`src/rtl/alu4_op_scheduler.sv`:
```
// alu4_op_scheduler
// Shares one external 4-bit ALU between two requesters. A round-robin grant
// latches the winning operands onto registered ALU inputs, holds them for
// SETTLE_CYCLES edges, captures the ALU result and returns it, tagged with the
// requester ID, over a valid/ready response channel.
// Optional per-requester operation counters: define ALU4_SCHED_STATS_EN.
module alu4_op_scheduler #(
   parameter int SETTLE_CYCLES = 1,
   parameter int CNT_W         = 8
) (
   input  logic             clk,
   input  logic             rst_n,
   input  logic             req0_valid,
   output logic             req0_ready,
   input  logic [3:0]       req0_a,
   input  logic [3:0]       req0_b,
   input  logic [1:0]       req0_op,
   input  logic             req1_valid,
   output logic             req1_ready,
   input  logic [3:0]       req1_a,
   input  logic [3:0]       req1_b,
   input  logic [1:0]       req1_op,
   output logic [3:0]       alu_a,
   output logic [3:0]       alu_b,
   output logic [1:0]       alu_op,
   input  logic [3:0]       alu_y,
   input  logic             alu_cout,
   output logic             rsp_valid,
   input  logic             rsp_ready,
   output logic             rsp_id,
   output logic [3:0]       rsp_y,
   output logic             rsp_cout,
   output logic             busy
`ifdef ALU4_SCHED_STATS_EN
   ,
   output logic [CNT_W-1:0] op_count0,
   output logic [CNT_W-1:0] op_count1
`endif
);

   // Settle window clamped into the 4-bit counter range 1..15.
   localparam int SETTLE_EFF = (SETTLE_CYCLES < 1)  ? 1  :
                               (SETTLE_CYCLES > 15) ? 15 : SETTLE_CYCLES;
   localparam logic [3:0] SETTLE_LOAD = 4'(SETTLE_EFF - 1);

   // CNT_W only sizes the statistics counters; a zero width is meaningless.
   if (CNT_W < 1) begin : g_cnt_w_illegal
      logic cnt_w_illegal_s;
   end

   typedef enum logic [1:0] {
      ST_IDLE   = 2'd0,
      ST_SETTLE = 2'd1,
      ST_RESP   = 2'd2
   } state_t;

   state_t      state_r;
   state_t      state_nxt_s;
   logic [3:0]  settle_cnt_r;
   logic        rr_ptr_r;
   logic        grant_vld_s;
   logic        grant_id_s;
   logic [3:0]  sel_a_s;
   logic [3:0]  sel_b_s;
   logic [1:0]  sel_op_s;

   // Round-robin grant; only offered while idle so at most one ready is high.
   always_comb begin
      grant_vld_s = 1'b0;
      grant_id_s  = 1'b0;
      if (state_r == ST_IDLE) begin
         if (req0_valid && req1_valid) begin
            grant_vld_s = 1'b1;
            grant_id_s  = rr_ptr_r;
         end else if (req0_valid) begin
            grant_vld_s = 1'b1;
            grant_id_s  = 1'b0;
         end else if (req1_valid) begin
            grant_vld_s = 1'b1;
            grant_id_s  = 1'b1;
         end else begin
            grant_vld_s = 1'b0;
         end
      end else begin
         grant_vld_s = 1'b0;
      end
   end

   assign req0_ready = grant_vld_s & ~grant_id_s;
   assign req1_ready = grant_vld_s &  grant_id_s;

   // Operand mux selecting the granted requester's operation.
   always_comb begin
      sel_a_s  = req0_a;
      sel_b_s  = req0_b;
      sel_op_s = req0_op;
      if (grant_id_s) begin
         sel_a_s  = req1_a;
         sel_b_s  = req1_b;
         sel_op_s = req1_op;
      end else begin
         sel_a_s  = req0_a;
         sel_b_s  = req0_b;
         sel_op_s = req0_op;
      end
   end

   // Next-state logic: accept -> settle window -> hold response until taken.
   always_comb begin
      state_nxt_s = state_r;
      case (state_r)
         ST_IDLE: begin
            if (grant_vld_s) begin
               state_nxt_s = ST_SETTLE;
            end else begin
               state_nxt_s = ST_IDLE;
            end
         end
         ST_SETTLE: begin
            if (settle_cnt_r == 4'd0) begin
               state_nxt_s = ST_RESP;
            end else begin
               state_nxt_s = ST_SETTLE;
            end
         end
         ST_RESP: begin
            if (rsp_ready) begin
               state_nxt_s = ST_IDLE;
            end else begin
               state_nxt_s = ST_RESP;
            end
         end
         default: state_nxt_s = ST_IDLE;
      endcase
   end

   // State register; busy is registered alongside it so it tracks the state.
   always_ff @(posedge clk or negedge rst_n) begin
      if (!rst_n) begin
         state_r <= ST_IDLE;
         busy    <= 1'b0;
      end else begin
         state_r <= state_nxt_s;
         busy    <= (state_nxt_s != ST_IDLE);
      end
   end

   // Datapath: operand latch on accept, settle countdown, result capture.
   always_ff @(posedge clk or negedge rst_n) begin
      if (!rst_n) begin
         alu_a        <= 4'd0;
         alu_b        <= 4'd0;
         alu_op       <= 2'd0;
         rsp_id       <= 1'b0;
         rsp_y        <= 4'd0;
         rsp_cout     <= 1'b0;
         rsp_valid    <= 1'b0;
         rr_ptr_r     <= 1'b0;
         settle_cnt_r <= 4'd0;
      end else begin
         case (state_r)
            ST_IDLE: begin
               if (grant_vld_s) begin
                  alu_a        <= sel_a_s;
                  alu_b        <= sel_b_s;
                  alu_op       <= sel_op_s;
                  rsp_id       <= grant_id_s;
                  rr_ptr_r     <= ~grant_id_s;
                  settle_cnt_r <= SETTLE_LOAD;
               end else begin
                  settle_cnt_r <= settle_cnt_r;
               end
            end
            ST_SETTLE: begin
               if (settle_cnt_r != 4'd0) begin
                  settle_cnt_r <= settle_cnt_r - 4'd1;
               end else begin
                  rsp_y     <= alu_y;
                  rsp_cout  <= alu_cout;
                  rsp_valid <= 1'b1;
               end
            end
            ST_RESP: begin
               if (rsp_ready) begin
                  rsp_valid <= 1'b0;
               end else begin
                  rsp_valid <= 1'b1;
               end
            end
            default: begin
               rsp_valid    <= 1'b0;
               settle_cnt_r <= 4'd0;
            end
         endcase
      end
   end

`ifdef ALU4_SCHED_STATS_EN
   logic hs0_s;
   logic hs1_s;

   assign hs0_s = req0_valid & req0_ready;
   assign hs1_s = req1_valid & req1_ready;

   // Saturating per-requester counts of accepted operations.
   always_ff @(posedge clk or negedge rst_n) begin
      if (!rst_n) begin
         op_count0 <= '0;
         op_count1 <= '0;
      end else begin
         if (hs0_s && (op_count0 != {CNT_W{1'b1}})) begin
            op_count0 <= op_count0 + {{(CNT_W-1){1'b0}}, 1'b1};
         end else begin
            op_count0 <= op_count0;
         end
         if (hs1_s && (op_count1 != {CNT_W{1'b1}})) begin
            op_count1 <= op_count1 + {{(CNT_W-1){1'b0}}, 1'b1};
         end else begin
            op_count1 <= op_count1;
         end
      end
   end
`endif

endmodule

```
`config.mk`:
```
export PLATFORM = sky130hd
export DESIGN_NAME = alu4_op_scheduler
export DESIGN_NICKNAME = d
export VERILOG_FILES = /design/src/rtl/alu4_op_scheduler.sv
export SDC_FILE = /design/constraint.sdc
export NUM_CORES = 1
export LEC_CHECK = 0
export ABC_AREA = 1
export CAP_MARGIN = 40
export CORE_ASPECT_RATIO = 0.75
export CORE_MARGIN = 2
export CORE_UTILIZATION = 47
export DETAILED_ROUTE_END_ITERATION = 10
export MAX_ROUTING_LAYER = met4
export PLACE_DENSITY = 0.85
export SYNTH_ARGS = -nofsm -noshare
export SYNTH_HDL_FRONTEND = slang
export SYNTH_SLANG_ARGS = --single-unit
```
`constraint.sdc`:
```
create_clock -name clk -period 3 [get_ports clk]
set_clock_uncertainty 0.05 [all_clocks]
set_input_delay 0.6 -clock clk [delete_from_list [all_inputs] [get_ports clk]]
set_output_delay 0.6 -clock clk [all_outputs]
set_load 0.1 [all_outputs]
```
==> impl_metrics.py <==
metrics = {
    "timing": {
        "drv_slew": 0,
        "finalHoldViolations": 0,
        "max_slew_margin_pct": 79.02,
        "rsz0062_at_grt": "false",
        "max_freq_ghz": 0.3906,
        "finalCritPeriodShare_pct": 85.33,
        "worst_slew_pin_slew_ps": 314.7,
        "period_minus_slack_ps": 2560,
        "tns_ps": 0,
        "setup_viol": 0,
    },
    "clocking": {
        "clk_path_buf_depth": 2,
        "post_cts_resized": 0,
        "cts_tree": "built",
        "clk_latency_ps": 280,
        "post-cts-setup-buffer-count": 0,
        "hold_buffers": 0,
        "clock-sinks": 25,
        "root_buffer": "clkbuf_8",
        "htree_levels": 1,
        "numCtsBuffers": 3,
        "path_clk_slew_ps": 80,
    },
    "floorplan": {
        "std_cell_rows": 16,
        "start_util_pct": 50.33,
        "io_pins": 50,
        "dieHeight_um": 50.07,
        "die_x_um": 65.43,
        "die-area_mm2": 0.003276,
        "core_mm2": 0.002643,
    },
    "detailed_routing": {
        "drt_iter0_drc": 81,
        "routed_wirelength_um": 2844,
        "via_count": 1224,
        "drt-pass1-iter-count": 4,
        "wire_per_inst_um": 10.69,
        "ant_nets": 0,
        "viasPerCell": 4.602,
        "drc": 0,
    },
    "critical_path": {
        "r2r_slack_ps": 1390,
        "cp_max_fo": 12,
        "endpoint_kind": "primary output",
        "startpoint_type": "primary input",
        "cp.arrival_ps": 1910,
        "required_ps": 2350,
        "path_class": "primary input to primary output",
    },
    "layout": {
        "drive_gt1_share_pct": 13.48,
        "syn_to_final_growth_pct": 41.02,
        "antenna_cells": 0,
        "nets": 268,
        "fin_area_mm2": 0.001876,
        "layout.cells.non_filler": 266,
    },
    "synth": {
        "synthDistinctLibCells": 17,
        "synthCells": 179,
        "ys_ff_latch": 25,
        "syn_nets": 216,
        "ys.warnings.count": 0,
        "syn_avg_cell_area_um2": 7.430,
        "yosysSeqAreaShare_pct": 47.04,
        "synth.cell_area_mm2": 0.001330,
    },
    "placement": {
        "place_area_mm2": 0.001826,
        "port_buffers": 49,
        "hpwlAfterDp_um": 2177,
        "place_inst": 262,
        "routabilityCongestion": 0.7730,
    },
    "grt": {
        "grt_first_pass_wirelength_um": 4719,
        "first_global_vias": 1091,
        "track_usage_pct": 19.56,
        "antenna_found_initial": 0,
        "grt_max_degree": 26,
        "overflow": 0,
    },
    "run_status": {
        "status": "finished clean",
    },
    "min_path": {
        "hold_path_class": "flip-flop to flip-flop",
    },
    "flow_run": {
        "maxCapViolCount": 0,
    },
}
## Yosys cell counts
cell type,count,area (um^2)
nand2_1,84,315.3
nor2_1,4,15.01
o21ai_1,2,10.01
nand3_2,1,10.01
inv_1,29,108.9
buf_2,3,15.01
o21a_1,1,7.510
a21oi_1,2,10.01
nand2_2,1,6.260
nand3_1,4,20.02
inv_2,1,3.750
o21ai_2,1,8.760
dfrtp_1,25,625.6
ha_1,7,87.58
xor2_1,1,8.760
o21ai_0,11,55.05
buf_6,2,22.52
## cell families (layout without fill, tap and decap cells)
group / Yosys count / in the layout / share of synthesized area, %
and+or+nand+nor: 94 / 94 / 27.56
buffers and inverters: 35 / 86 / 11.29
adders and majority gates: 7 / 7 / 6.585
xor gates and xnor gates: 1 / 1 / 0.6586
DFF: 25 / 25 / 47.04
AOI/OAI and AO/OA: 17 / 17 / 6.868
## final cells by class
class,instances,area [um^2]
Inverter,30,112.6
Multi-Input combinational cell,119,554.3
Clock buffer,3,41.29
Clock inverter,1,8.758
Tap cell,36,45.04
Sequential cell,25,625.6
Fill cell,224,767.0
Timing Repair Buffer,52,488.0
## critical path, cell delays in order
cell	delay, ps
clkdlybuf4s50_1	540
o21ai_2	90
inv_2	170
nand2_2	180
inv_1	140
buf_12	180
## cells in the final DEF, fill, tap and decap left out, drive strengths merged
master,count
o21ai,14
nand2,85
inv,31
clkbuf,3
xor2,1
o21a,1
nand3,5
dfrtp,25
ha,7
nor2,4
buf,23
a21oi,2
clkdlybuf4s50,29
## flip-flops by register name, indices dropped and copies added (netlist names)
register      count
rr_ptr_r          1
settle_cnt_r      4
rsp_y             4
rsp_id            1
alu_op            2
rsp_valid         1
alu_a             4
state_r           2
alu_b             4
rsp_cout          1
busy              1
## routing by layer
metal,GRT usage [%],up-vias,wire (um)
li1,-,635,-
met1,24.38,556,1289
met2,31.12,30,1389
met3,5.936,3,142
met4,5.208,0,23
met5,-,-,0
## worst paths after layout
kind                                      start                           to  depth (start not counted)
max                                  req1_valid                   req0_ready                          6
min                        alu_b[1]$_DFFE_PN0P_         alu_b[1]$_DFFE_PN0P_                          2
max reg2reg                state_r[1]$_DFF_PN0_  settle_cnt_r[0]$_DFFE_PN0P_                          5
min reg2reg                alu_b[1]$_DFFE_PN0P_         alu_b[1]$_DFFE_PN0P_                          2
max in group asynchronous                 rst_n         rr_ptr_r$_DFFE_PN0P_                          2
min in group asynchronous                 rst_n        alu_op[1]$_DFFE_PN0P_                          2
## per-stage QoR
step | setup slack, ps | util (%) | hold slack (ps)
2_1_floorplan | 719.0 | - | 254.4
5_1_grt | 358.9 | 70.98 | 460.7
3_5_place_dp | 453.3 | 69.08 | 418.0
4_1_cts | 444.8 | 70.98 | 441.8
3_3_place_gp | 497.7 | 69.08 | 414.1
6_report | 440.2 | 70.98 | 437.4
Power is left out: the tool's default activity adds up to more than one toggle a clock period on the data nets, which glitch-free logic cannot reach.
